==> config.mk <==
export PLATFORM = sky130hd
export DESIGN_NAME = mmio_uart_tx
export DESIGN_NICKNAME = d
export VERILOG_FILES = /design/src/rtl/mmio_uart_tx.sv
export SDC_FILE = /design/constraint.sdc
export NUM_CORES = 1
export LEC_CHECK = 0
export ABC_AREA = 1
export BUFFER_PORTS_ARGS = -buffer_cell sky130_fd_sc_hd__buf_2
export CAP_MARGIN = 10
export CORE_UTILIZATION = 36
export DETAILED_ROUTE_END_ITERATION = 8
export GPL_TIMING_DRIVEN = 0
export PLACE_DENSITY = 0.62
export RECOVER_POWER = 25
export SYNTH_ARGS = -nofsm -noshare
export SYNTH_HDL_FRONTEND = slang
export SYNTH_SLANG_ARGS = --single-unit
==> constraint.sdc <==
create_clock -name clk -period 3.97 [get_ports clk]
set_clock_uncertainty 0.2 [all_clocks]
set_input_delay 0.5955 -clock clk [delete_from_list [all_inputs] [get_ports clk]]
set_output_delay 0.5955 -clock clk [all_outputs]
set_load 0.01 [all_outputs]
==> src/rtl/mmio_uart_tx.sv <==
// ---------------------------------------------------------------------------
// mmio_uart_tx
//
// Memory-mapped 8N1 UART transmitter. This block is the responder on the CPU's
// MMIO port. Software writes bytes to TXDATA, and they are queued in a small
// FIFO. A serialiser drains the FIFO onto o_tx. Software polls STATUS to find
// out whether the FIFO has space.
//
// Register map (word offsets from BASE_ADDR):
//   0 TXDATA  W : i_mask[0] pushes i_data[7:0]. Reads return 0.
//   1 STATUS  R : [0] full, [1] empty, [2] busy, [3] overflow (sticky),
//                 [15:8] FIFO count.
//             W : i_mask[0] with i_data[3]=1 clears overflow.
//   2 DIVISOR RW: [15:0] clocks-per-bit minus one. Each byte lane updates
//                 on its own mask bit.
//   3 reserved  : reads return 0 and writes are ignored.
//
// Ports:
//   clk     system clock; all logic runs on the rising edge
//   rst_n   asynchronous active-low reset
//   i_addr  MMIO word address
//   i_data  MMIO write data
//   i_mask  byte-lane write enables (bit k covers i_data[8k+7:8k])
//   i_wren  single-cycle write strobe
//   o_data  registered read data for the address seen in the previous cycle
//   o_tx    UART serial output, idle high, driven from a flop
// ---------------------------------------------------------------------------
module mmio_uart_tx #(
  parameter logic [29:0] BASE_ADDR  = 30'h0,
  parameter int unsigned FIFO_DEPTH = 8,
  parameter logic [15:0] DIV_RESET  = 16'd867
) (
  input  logic        clk,
  input  logic        rst_n,
  input  logic [29:0] i_addr,
  input  logic [31:0] i_data,
  input  logic [3:0]  i_mask,
  input  logic        i_wren,
  output logic [31:0] o_data,
  output logic        o_tx
);

  localparam int PW = $clog2(FIFO_DEPTH);
  localparam int CW = PW + 1;

  localparam logic [1:0] REG_TXDATA  = 2'd0;
  localparam logic [1:0] REG_STATUS  = 2'd1;
  localparam logic [1:0] REG_DIVISOR = 2'd2;

  typedef enum logic [1:0] {
    ST_IDLE,
    ST_START,
    ST_DATA,
    ST_STOP
  } state_t;

  // -------------------------------------------------------------------------
  // Address decode and write qualification
  // -------------------------------------------------------------------------
  logic       w_hit;
  logic [1:0] w_reg;
  logic       w_wr_hit;
  logic       w_push_req;
  logic       w_ovf_clr;
  logic       w_div_lo_wr;
  logic       w_div_hi_wr;

  assign w_hit       = (i_addr[29:2] == BASE_ADDR[29:2]);
  assign w_reg       = i_addr[1:0];
  assign w_wr_hit    = i_wren & w_hit;
  assign w_push_req  = w_wr_hit & (w_reg == REG_TXDATA) & i_mask[0];
  assign w_ovf_clr   = w_wr_hit & (w_reg == REG_STATUS) & i_mask[0] & i_data[3];
  assign w_div_lo_wr = w_wr_hit & (w_reg == REG_DIVISOR) & i_mask[0];
  assign w_div_hi_wr = w_wr_hit & (w_reg == REG_DIVISOR) & i_mask[1];

  // The upper data bytes and upper mask bits have no destination.
  logic w_unused_bits;
  assign w_unused_bits = ^{i_data[31:16], i_mask[3:2]};

  // -------------------------------------------------------------------------
  // Control registers
  // -------------------------------------------------------------------------
  logic [15:0] r_div;
  logic        r_ovf;

  // -------------------------------------------------------------------------
  // TX FIFO
  // -------------------------------------------------------------------------
  logic [7:0]    r_mem [FIFO_DEPTH];
  logic [PW-1:0] r_wr_ptr;
  logic [PW-1:0] r_rd_ptr;
  logic [CW-1:0] r_count;

  logic       w_full;
  logic       w_empty;
  logic       w_pop;
  logic       w_push;
  logic       w_drop;
  logic [7:0] w_head;

  assign w_full  = (r_count == CW'(FIFO_DEPTH));
  assign w_empty = (r_count == '0);
  assign w_head  = r_mem[r_rd_ptr];

  // A full FIFO can still take a byte in the same cycle that the serialiser
  // frees a slot. The write then lands in the slot being vacated.
  assign w_push = w_push_req & (~w_full | w_pop);
  assign w_drop = w_push_req & w_full & ~w_pop;

  // NOTE: FIFO storage has no reset. Empty/full state is held entirely in the
  // pointers and count, so the stored bytes never need to be cleared.
  always_ff @(posedge clk) begin
    if (w_push) begin
      r_mem[r_wr_ptr] <= i_data[7:0];
    end
  end

  // NOTE: every clocked process uses non-blocking assignments. All flops then
  // sample their inputs from before the edge, whatever order the processes
  // run in.
  always_ff @(posedge clk or negedge rst_n) begin
    if (!rst_n) begin
      r_wr_ptr <= '0;
      r_rd_ptr <= '0;
      r_count  <= '0;
    end else begin
      if (w_push) begin
        r_wr_ptr <= r_wr_ptr + PW'(1);
      end
      if (w_pop) begin
        r_rd_ptr <= r_rd_ptr + PW'(1);
      end
      case ({w_push, w_pop})
        2'b10:   r_count <= r_count + CW'(1);
        2'b01:   r_count <= r_count - CW'(1);
        default: r_count <= r_count;
      endcase
    end
  end

  always_ff @(posedge clk or negedge rst_n) begin
    if (!rst_n) begin
      r_div <= DIV_RESET;
      r_ovf <= 1'b0;
    end else begin
      if (w_div_lo_wr) begin
        r_div[7:0] <= i_data[7:0];
      end
      if (w_div_hi_wr) begin
        r_div[15:8] <= i_data[15:8];
      end
      // A drop and a clear cannot happen in the same cycle, because they are
      // writes to different registers.
      if (w_drop) begin
        r_ovf <= 1'b1;
      end else if (w_ovf_clr) begin
        r_ovf <= 1'b0;
      end
    end
  end

  // -------------------------------------------------------------------------
  // Serialiser
  // -------------------------------------------------------------------------
  state_t      r_state;
  logic [15:0] r_bit_cnt;    // cycles left in the current bit, minus one
  logic [15:0] r_frame_div;  // divisor captured at pop; fixed for the frame
  logic [2:0]  r_bit_idx;    // data bit being sent
  logic [7:0]  r_shift;      // remaining data bits; LSB is on the line
  logic        r_tx;

  state_t      w_state_nxt;
  logic [15:0] w_cnt_nxt;
  logic [15:0] w_fdiv_nxt;
  logic [2:0]  w_idx_nxt;
  logic [7:0]  w_shift_nxt;
  logic        w_tx_nxt;

  // NOTE: each output of this block gets a default before the case
  // statement. Every path then assigns every signal, so no latch is inferred.
  always_comb begin
    w_state_nxt = r_state;
    w_cnt_nxt   = r_bit_cnt;
    w_fdiv_nxt  = r_frame_div;
    w_idx_nxt   = r_bit_idx;
    w_shift_nxt = r_shift;
    w_tx_nxt    = r_tx;
    w_pop       = 1'b0;

    case (r_state)
      ST_IDLE: begin
        w_tx_nxt = 1'b1;
        if (!w_empty) begin
          w_pop       = 1'b1;
          w_shift_nxt = w_head;
          w_cnt_nxt   = r_div;
          w_fdiv_nxt  = r_div;
          w_idx_nxt   = 3'd0;
          w_tx_nxt    = 1'b0;
          w_state_nxt = ST_START;
        end
      end

      ST_START: begin
        if (r_bit_cnt == 16'd0) begin
          w_cnt_nxt   = r_frame_div;
          w_idx_nxt   = 3'd0;
          w_tx_nxt    = r_shift[0];
          w_state_nxt = ST_DATA;
        end else begin
          w_cnt_nxt = r_bit_cnt - 16'd1;
        end
      end

      ST_DATA: begin
        if (r_bit_cnt == 16'd0) begin
          w_cnt_nxt = r_frame_div;
          if (r_bit_idx == 3'd7) begin
            w_tx_nxt    = 1'b1;
            w_state_nxt = ST_STOP;
          end else begin
            w_idx_nxt   = r_bit_idx + 3'd1;
            w_shift_nxt = {1'b0, r_shift[7:1]};
            w_tx_nxt    = r_shift[1];
          end
        end else begin
          w_cnt_nxt = r_bit_cnt - 16'd1;
        end
      end

      ST_STOP: begin
        if (r_bit_cnt == 16'd0) begin
          if (!w_empty) begin
            // The next frame follows straight on, with no idle bit.
            w_pop       = 1'b1;
            w_shift_nxt = w_head;
            w_cnt_nxt   = r_div;
            w_fdiv_nxt  = r_div;
            w_idx_nxt   = 3'd0;
            w_tx_nxt    = 1'b0;
            w_state_nxt = ST_START;
          end else begin
            w_tx_nxt    = 1'b1;
            w_state_nxt = ST_IDLE;
          end
        end else begin
          w_cnt_nxt = r_bit_cnt - 16'd1;
        end
      end

      default: begin
        w_tx_nxt    = 1'b1;
        w_state_nxt = ST_IDLE;
      end
    endcase
  end

  always_ff @(posedge clk or negedge rst_n) begin
    if (!rst_n) begin
      r_state     <= ST_IDLE;
      r_bit_cnt   <= '0;
      r_frame_div <= '0;
      r_bit_idx   <= '0;
      r_shift     <= '0;
      r_tx        <= 1'b1;
    end else begin
      r_state     <= w_state_nxt;
      r_bit_cnt   <= w_cnt_nxt;
      r_frame_div <= w_fdiv_nxt;
      r_bit_idx   <= w_idx_nxt;
      r_shift     <= w_shift_nxt;
      r_tx        <= w_tx_nxt;
    end
  end

  assign o_tx = r_tx;

  // -------------------------------------------------------------------------
  // Registered read path (reads have no side effects)
  // -------------------------------------------------------------------------
  logic [7:0]  w_count8;
  logic        w_busy;
  logic [31:0] w_rdata;
  logic [31:0] r_rdata;

  assign w_count8 = 8'(r_count);
  assign w_busy   = (r_state != ST_IDLE);

  always_comb begin
    w_rdata = 32'h0;
    if (w_hit) begin
      case (w_reg)
        REG_STATUS:  w_rdata = {16'h0, w_count8, 4'h0, r_ovf, w_busy, w_empty, w_full};
        REG_DIVISOR: w_rdata = {16'h0, r_div};
        default:     w_rdata = 32'h0;
      endcase
    end
  end

  always_ff @(posedge clk or negedge rst_n) begin
    if (!rst_n) begin
      r_rdata <= 32'h0;
    end else begin
      r_rdata <= w_rdata;
    end
  end

  assign o_data = r_rdata;

endmodule
==> run_results.csv, run 1 <==
group,metric,value,unit
synth,synth_top_family_by_area,"simple AND/OR/NAND/NOR gates",
grt,grt_pass1_wl,29840,um
cells_and_area,multiInputGateArea,2823,sq um
clocking,clkTransAtPathRegs,0.07,ns
timing,maxSlewViolCount,45,
setup_path,cp.arrival,3.31,ns
clocking,clockBufferDepth,2,
die,die_x,145.7,um
setup_path,critPathKind,"reg -> reg",
timing,setup_violations,0,
power_and_ir_drop,leakagePower,3.809,nW
synth,synthArstFlopShare,58.17,%
timing,hold_slack,0.1897,ns
grt,antenna_found_initial,0,
synth,ys_ff_latch,153,
grt,grtUsageTotal,18.17,%
die,core_region_area,20230,sq um
clocking,cts_sinks,153,
synth,synth_most_common_cell,"nand2_1",
synth,synth_area_per_cell,9.299,sq um
detailed_routing,drc_errors,0,
place,place_inst,1155,
synth,synth_xor_xnor_area_share,1.516,%
detailed_routing,num_vias,5901,
synth,syn_inst,799,
timing,rsz0062_at_grt,"no",
detailed_routing,wire_per_inst,15.32,um
synth,netlist_area,7430,sq um
place,portBuffers,67,
synth,synth_compound_area_share,13.79,%
synth,synth_edf_count,64,
timing,max_freq,288.8,MHz
timing,period_needed,3.463,ns
die,pin_count,102,
timing,maxSlewHeadroom,-67.80,%
timing,period_share,87.23,%
clocking,h-tree-depth,4,
outcome,violations,"capacitance limit, slew limit",
die,rows,52,
grt,grt_pass1_vias,5710,
detailed_routing,first_pass_iters,5,
die,fp.dieH,145.7,um
cells_and_area,diodes,0,
clocking,root_buffer,"clkbuf_16",
detailed_routing,routed_via_density,4.959,
cells_and_area,final_net_count,990,
synth,seq_area_frac_synth,55.96,%
synth,synth.top_cells.by_count,"nand2_1, o21ai_0, nor2_1",
synth,yosysWarnings,0,
cells_and_area,fill_cells,1976,
setup_path,cp.required,3.81,ns
grt,overflow,0,
place,dpl.hpwl,13140,um
die,initial_utilization,36.72,%
die,dieArea,21220,sq um
synth,ys_types,46,
cells_and_area,final-seq-area,4158,sq um
synth,synth_top_cell_by_area,"dfrtp_1",
clocking,cts_tree,"yes",
power_and_ir_drop,max-vdd-ir-drop,0.0002470,V
timing,worstMarginPinSlew,2.517,ns
setup_path,cp_max_fo,10,
synth,yosys.area_share.simple,18.39,%
detailed_routing,routed_wl,18230,um
cells_and_area,drive_above_1_share,17.83,%
cells_and_area,fin_cells,1190,
synth,synth_area_leaders,"dfrtp_1, edfxtp_1, o21ai_0, nand2_1, nor2_1",
clocking,cts_made_buffers,17,
detailed_routing,drt-initial-drc-count,323,
worst_hold_path,hp-class,"in -> reg",
place,gp_congestion,0.8172,
synth,ys.flop_type,"dfrtp_1",
outcome,status,"finished with violations",
setup_path,startpoint_type,"flip-flop",
timing,hold_viol_final,0,
synth,synth_top_area_share,27.62,%
timing,tns,0,ns
setup_path,end_kind,"flip-flop",
grt,grt_max_degree,46,
clocking,clkLatencyLatePin,0.43,ns
flow_run,maxCapViolCount,1,
synth,synth_adder_area_share,2.358,%
power_and_ir_drop,powerDensity,392.7,nW/um^2
cells_and_area,area_delta_synth_final,19.08,%
detailed_routing,ant_nets,0,
synth,synthMuxAreaShare,1.061,%
cell usage in the layout (no fill, tap or decap), drive strengths merged, types with 16 or more instances in the layout:
| cell | synthesis | layout |
|---|---|---|
| nor2 | 103 | 103 |
| a21oi | 26 | 26 |
| o22ai | 21 | 21 |
| inv | 66 | 75 |
| nand3 | 29 | 29 |
| edfxtp | 64 | 64 |
| conb | 1 | 16 |
| clkbuf | 29 | 55 |
| nand2 | 163 | 163 |
| o21ai | 118 | 118 |
| buf | 18 | 82 |
| dfrtp | 82 | 82 |
state kept, by name (all words and copies together), names as in the netlist:
register	count
r_state	2
r_frame_div	16
o_tx	1
r_mem	64
r_bit_cnt	16
r_rd_ptr	3
r_shift	8
o_data	16
r_wr_ptr	3
r_bit_idx	3
r_count	4
r_ovf	1
r_div	16
power breakdown:
group	switching, mW	internal [mW]
clock	0.717	1.02
sequential	0.0000000505	1.65
combinational	0.0545	0.0343
total	0.772	2.70
final timing paths:
path,start,endpoint,slack [ns],cells past startpoint
worst max-delay path,r_state[0]$_DFFE_PN0P_,r_mem[1][5]$_DFFE_PP_,0.51,10
worst min-delay path,i_data[8],r_div[8]$_DFFE_PN1P_,0.19,3
max in group asynchronous,rst_n,o_data[8]$_DFF_PN0_,0.86,2
worst max register to register,r_state[0]$_DFFE_PN0P_,r_mem[1][5]$_DFFE_PP_,0.51,10
min in group asynchronous,rst_n,r_count[1]$_DFFE_PN0P_,1.28,2
worst min register to register,r_frame_div[0]$_DFFE_PN0P_,r_frame_div[0]$_DFFE_PN0P_,0.28,2
critical path: stages, from the launching register on:
cell and delay [ns]:
dfrtp_1 0.40, inv_1 0.15, ha_1 0.26, clkbuf_8 0.17, nor2_2 0.21, nand2_1 0.19
nand2_4 0.21, nor2_4 0.06, nor2_4 0.14, nand2_1 0.16, nor3_1 0.91
layer usage:
layer | GRT usage, % | routed length [um] | up-vias
met2 | 29.47 | 8452 | 219
met4 | 7.263 | 376 | 0
li1 | - | - | 2871
met5 | 0 | 0 | -
met3 | 3.480 | 1017 | 29
met1 | 23.97 | 8383 | 2782
cell families (layout without fill, tap and decap cells):
kind of cell / count (synthesis) / in the layout
and+or+nand+nor: 314 / 314
AOI/OAI and AO/OA: 183 / 183
DFF: 153 / 153
buffers and inverters: 115 / 221
adders and majority gates: 14 / 14
xor gates and xnor gates: 12 / 12
muxes: 7 / 7
other: 1 / 16
repair_timing:
action	in CTS	in global routing
hold buffers	1	0
setup buffers	0	0
resized for setup	0	0
endpoints found under the hold margin	42	0
area by class of cell:
class	count	share of cell area, %
clock buffers	17	4.808
flip-flops and latches	153	46.99
multi-input cells	546	31.90
plain buffers	47	2.885
repair buffers	74	4.398
well taps	270	3.818
inverters	68	2.885
clock inverters	15	2.305
metrics by stage:
stage	utilization, %	total power [mW]	cell area [sq um]	setup WS, ns
final	43.72	3.474	8847	0.5069
after global routing	43.72	3.577	8847	0.2554
after CTS	43.74	3.505	8851	0.3832
after detailed placement	40.58	1.773	8212	0.3981
after global placement	40.32	1.768	8159	0.2450
after floorplan	-	1.710	7486	1.171
(Power assumes the default switching activity.)
==> run 2, diff against run 1 <==
- ABC_AREA: 1 -> not set
- REMOVE_ABC_BUFFERS: not set -> 1
- TNS_END_PERCENT: not set -> 1
==> run 2 against run 1 <==
The flow still finishes with violations (capacitance limit, slew limit); register-to-register slack got worse by 0.37 ns; worst hold slack improved by 0.016 ns; sequential power grew 4%; global-route usage shrank 1.6 points.
==> run_results.csv, run 2 <==
group,metric,value,unit
outcome,status,"finished with violations",
outcome,violations,"capacitance limit, slew limit",
worst_hold_path,hp-class,"in -> reg",
timing,hold_viol_final,0,
cells_and_area,fill_cells,1818,
synth,syn_inst,576,
timing,max_freq,261.0,MHz
timing,maxSlewHeadroom,-42.03,%
timing,period_needed,3.832,ns
grt,grt_max_degree,54,
detailed_routing,first_pass_iters,5,
synth,ys.flop_type,"dfrtp_1",
clocking,clkTransAtPathRegs,0.07,ns
cells_and_area,final_cell_mix,"dfrtp_1, edfxtp_1, buf_2, mux2_2, nor2_1",
clocking,h-tree-depth,4,
power_and_ir_drop,switching_power,0.9863,mW
timing,rsz0062_at_grt,"yes",
grt,antenna_found_initial,0,
setup_path,slowest_delay,0.71,ns
flow_run,maxCapViolCount,1,
setup_path,cp_max_fo,32,
setup_path,ff2ff_path_depth,7,
synth,seq_area_frac_synth,57.38,%
cells_and_area,max_flop_register,"r_mem",
die,rows,51,
clocking,cts_made_buffers,17,
clocking,cts_tree,"yes",
synth,synth_area_per_cell,12.58,sq um
grt,grt_pass1_vias,4979,
cells_and_area,multiInputGateArea,2855,sq um
clocking,post_cts_buffers,0,
cells_and_area,final_net_count,722,
synth,netlist_area,7246,sq um
grt,grt_pass1_wl,25880,um
synth,synthArstFlopShare,58.17,%
setup_path,r2r-start,"r_state[0]$_DFFE_PN0P_",
synth,ys_types,56,
worst_hold_path,worstHoldEndpoint,"r_div[9]$_DFFE_PN1P_",
setup_path,cp.arrival,3.68,ns
clocking,clkLatencyLatePin,0.42,ns
cells_and_area,diodes,0,
die,initial_utilization,36.99,%
detailed_routing,wire_per_inst,17.38,um
place,portBuffers,67,
grt,overflow,0,
synth,synth_top_area_share,28.32,%
die,die_x,143.9,um
cells_and_area,largest_reg_flops,64,
setup_path,end_kind,"flip-flop",
power_and_ir_drop,powerDensity,453.1,nW/um^2
die,fp.dieH,143.9,um
detailed_routing,routed_via_density,5.267,
worst_hold_path,hold_start,"i_data[9]",
die,dieArea,20700,sq um
worst_hold_path,min_delay_path_depth,2,
synth,synth_top_cell_by_area,"dfrtp_1",
power_and_ir_drop,clkPwrFrac,43.9,%
detailed_routing,ant_nets,0,
power_and_ir_drop,netSwitchingFraction,25.77,%
detailed_routing,drt-initial-drc-count,258,
setup_path,r2r-end,"r_mem[5][1]$_DFFE_PP_",
timing,period_share,96.52,%
synth,ys_ff_latch,153,
timing,worstMarginPinSlew,2.130,ns
synth,synth_edf_count,64,
power_and_ir_drop,max-vdd-ir-drop,0.0002761,V
die,pin_count,102,
grt,grtUsageTotal,16.57,%
setup_path,critPathKind,"reg -> reg",
power_and_ir_drop,combPwrFrac,11.0,%
synth,synth_area_leaders,"dfrtp_1, edfxtp_1, mux2_2, mux4_2, dfstp_2",
die,core_region_area,19590,sq um
clocking,cts_sinks,153,
cells_and_area,final_area,8446,sq um
detailed_routing,num_vias,4830,
synth,yosysWarnings,0,
power_and_ir_drop,pwr-share-seq,45.1,%
setup_path,path_cells,"inv_1 -> ha_1 -> nor2_1 -> a31o_2 -> o21ai_2 -> or2_1 -> nor2_1",
detailed_routing,routed_wl,15940,um
timing,setup_violations,0,
power_and_ir_drop,p_int,2.841,mW
synth,synth_most_common_cell,"dfrtp_1",
setup_path,reg2reg_setup_slack,0.14,ns
timing,maxSlewViolCount,37,
cells_and_area,area_delta_synth_final,16.56,%
place,dpl.hpwl,10880,um
cells_and_area,final_common_cell,"dfrtp_1",
setup_path,cp_slowest_cell,"ha_1",
place,dpl-instance-area,7811,sq um
detailed_routing,drc_errors,0,
setup_path,cp_common_cell,"nor2_1",
clocking,clockBufferDepth,2,
cells_and_area,final-seq-area,4158,sq um
setup_path,startpoint_type,"flip-flop",
place,gp_congestion,0.7765,
synth,synth.top_cells.by_count,"dfrtp_1, edfxtp_1, mux2_2",
cells_and_area,drive_above_1_share,28.53,%
cells_and_area,final_util,43.11,%
clocking,root_buffer,"clkbuf_16",
power_and_ir_drop,leakagePower,3.622,nW
setup_path,cp.required,3.82,ns
-- run 2: cell count changes in the layout (fill, tap and decap cells not counted), moves of 9 or more --
cell | previous run | this run
a22oi_1 | 3 | 14
o22ai_1 | 20 | 10
nor4_1 | 0 | 9
xnor2_1 | 2 | 14
o21ai_0 | 116 | 33
mux4_2 | 0 | 16
buf_4 | 17 | 4
nor2_1 | 94 | 43
nand2_1 | 154 | 41
mux2_2 | 7 | 44
clkbuf_1 | 37 | 9
nand3_1 | 25 | 7
o21a_1 | 0 | 12
inv_1 | 62 | 12
-- run 2: layout make-up --
class                           count  share of cell area, %
Sequential cell                   153                  49.23
Multi-Input combinational cell    378                  33.81
Clock buffer                       18                  5.200
Timing Repair Buffer               77                  5.185
Tap cell                          265                  3.926
Clock inverter                     14                  2.119
Inverter                           12                 0.5333
-- run 2: per-layer routing --
layer / vias up / part of all wire (%) / wire [um] / global-route usage, %
li1: 2242 / - / - / -
met1: 2439 / 46 / 7375 / 21.99
met2: 129 / 49 / 7730 / 26.77
met3: 20 / 3.4 / 534 / 2.632
met4: 0 / 1.9 / 298 / 7.223
met5: - / 0 / 0 / 0
-- run 2: power by group through the flow --
stage | registers [mW] | clock network (mW) | logic [mW]
2_1_floorplan | 1.75 | 0 | 0.285
3_3_place_gp | 1.75 | 0 | 0.397
3_5_place_dp | 1.76 | 0 | 0.422
4_1_cts | 1.73 | 1.70 | 0.424
5_1_grt | 1.73 | 1.76 | 0.475
6_report | 1.72 | 1.68 | 0.422
-- run 2: worst max path at each step --
stage,startpoint,to,slack [ns],depth (start not counted)
floorplan,i_addr[25],r_mem[0][0]$_DFFE_PP_,0.79,4
global placement,r_state[0]$_DFFE_PN0P_,r_mem[0][2]$_DFFE_PP_,-0.29,6
detailed placement,r_state[0]$_DFFE_PN0P_,r_mem[5][5]$_DFFE_PP_,0.16,7
CTS,r_state[0]$_DFFE_PN0P_,r_mem[5][6]$_DFFE_PP_,0.13,7
global route,r_state[0]$_DFFE_PN0P_,r_mem[5][6]$_DFFE_PP_,-0.06,7
finish,r_state[0]$_DFFE_PN0P_,r_mem[5][1]$_DFFE_PP_,0.14,7
-- run 2: timing repair --
item | CTS | global route
hold buffers | 1 | 0
hold endpoints to repair | 34 | 0
endpoints found under the setup margin | 0 | 32
gates resized for setup | 0 | 0
-- run 2: worst max-delay path: cells and delay by family, from the launching register on --
kind / cells / cell delay [ns]
simple gates: 3 / 1.47
fa+ha+maj: 1 / 0.71
compound gates: 2 / 0.54
flops: 1 / 0.41
buf+inv: 1 / 0.12
-- run 2: kinds of logic (layout without fill, tap and decap cells) --
logic type / Yosys count / after routing / share of synthesized area, %
DFF: 153 / 153 / 57.38
and+or+nand+nor: 150 / 150 / 10.95
AOI/OAI and AO/OA: 112 / 112 / 9.912
buffers and inverters: 60 / 121 / 4.075
muxes: 70 / 70 / 13.28
other: 1 / 16 / 0.05175
adders and majority gates: 14 / 14 / 2.418
xor gates and xnor gates: 16 / 16 / 1.934
-- run 2: through the flow --
stage                     cells  hold WS (ns)  worst slack, ns  total power [mW]  setup TNS (ns)
after floorplan             543       0.09991           0.7860             2.037               0
after global placement      875        0.2641          -0.2925             2.151          -4.755
after detailed placement    882        0.2681           0.1567             2.179               0
after CTS                   915        0.1924           0.1279             3.851               0
after global routing        917        0.2055         -0.06025             3.964          -1.295
final                       917        0.2055           0.1383             3.827               0
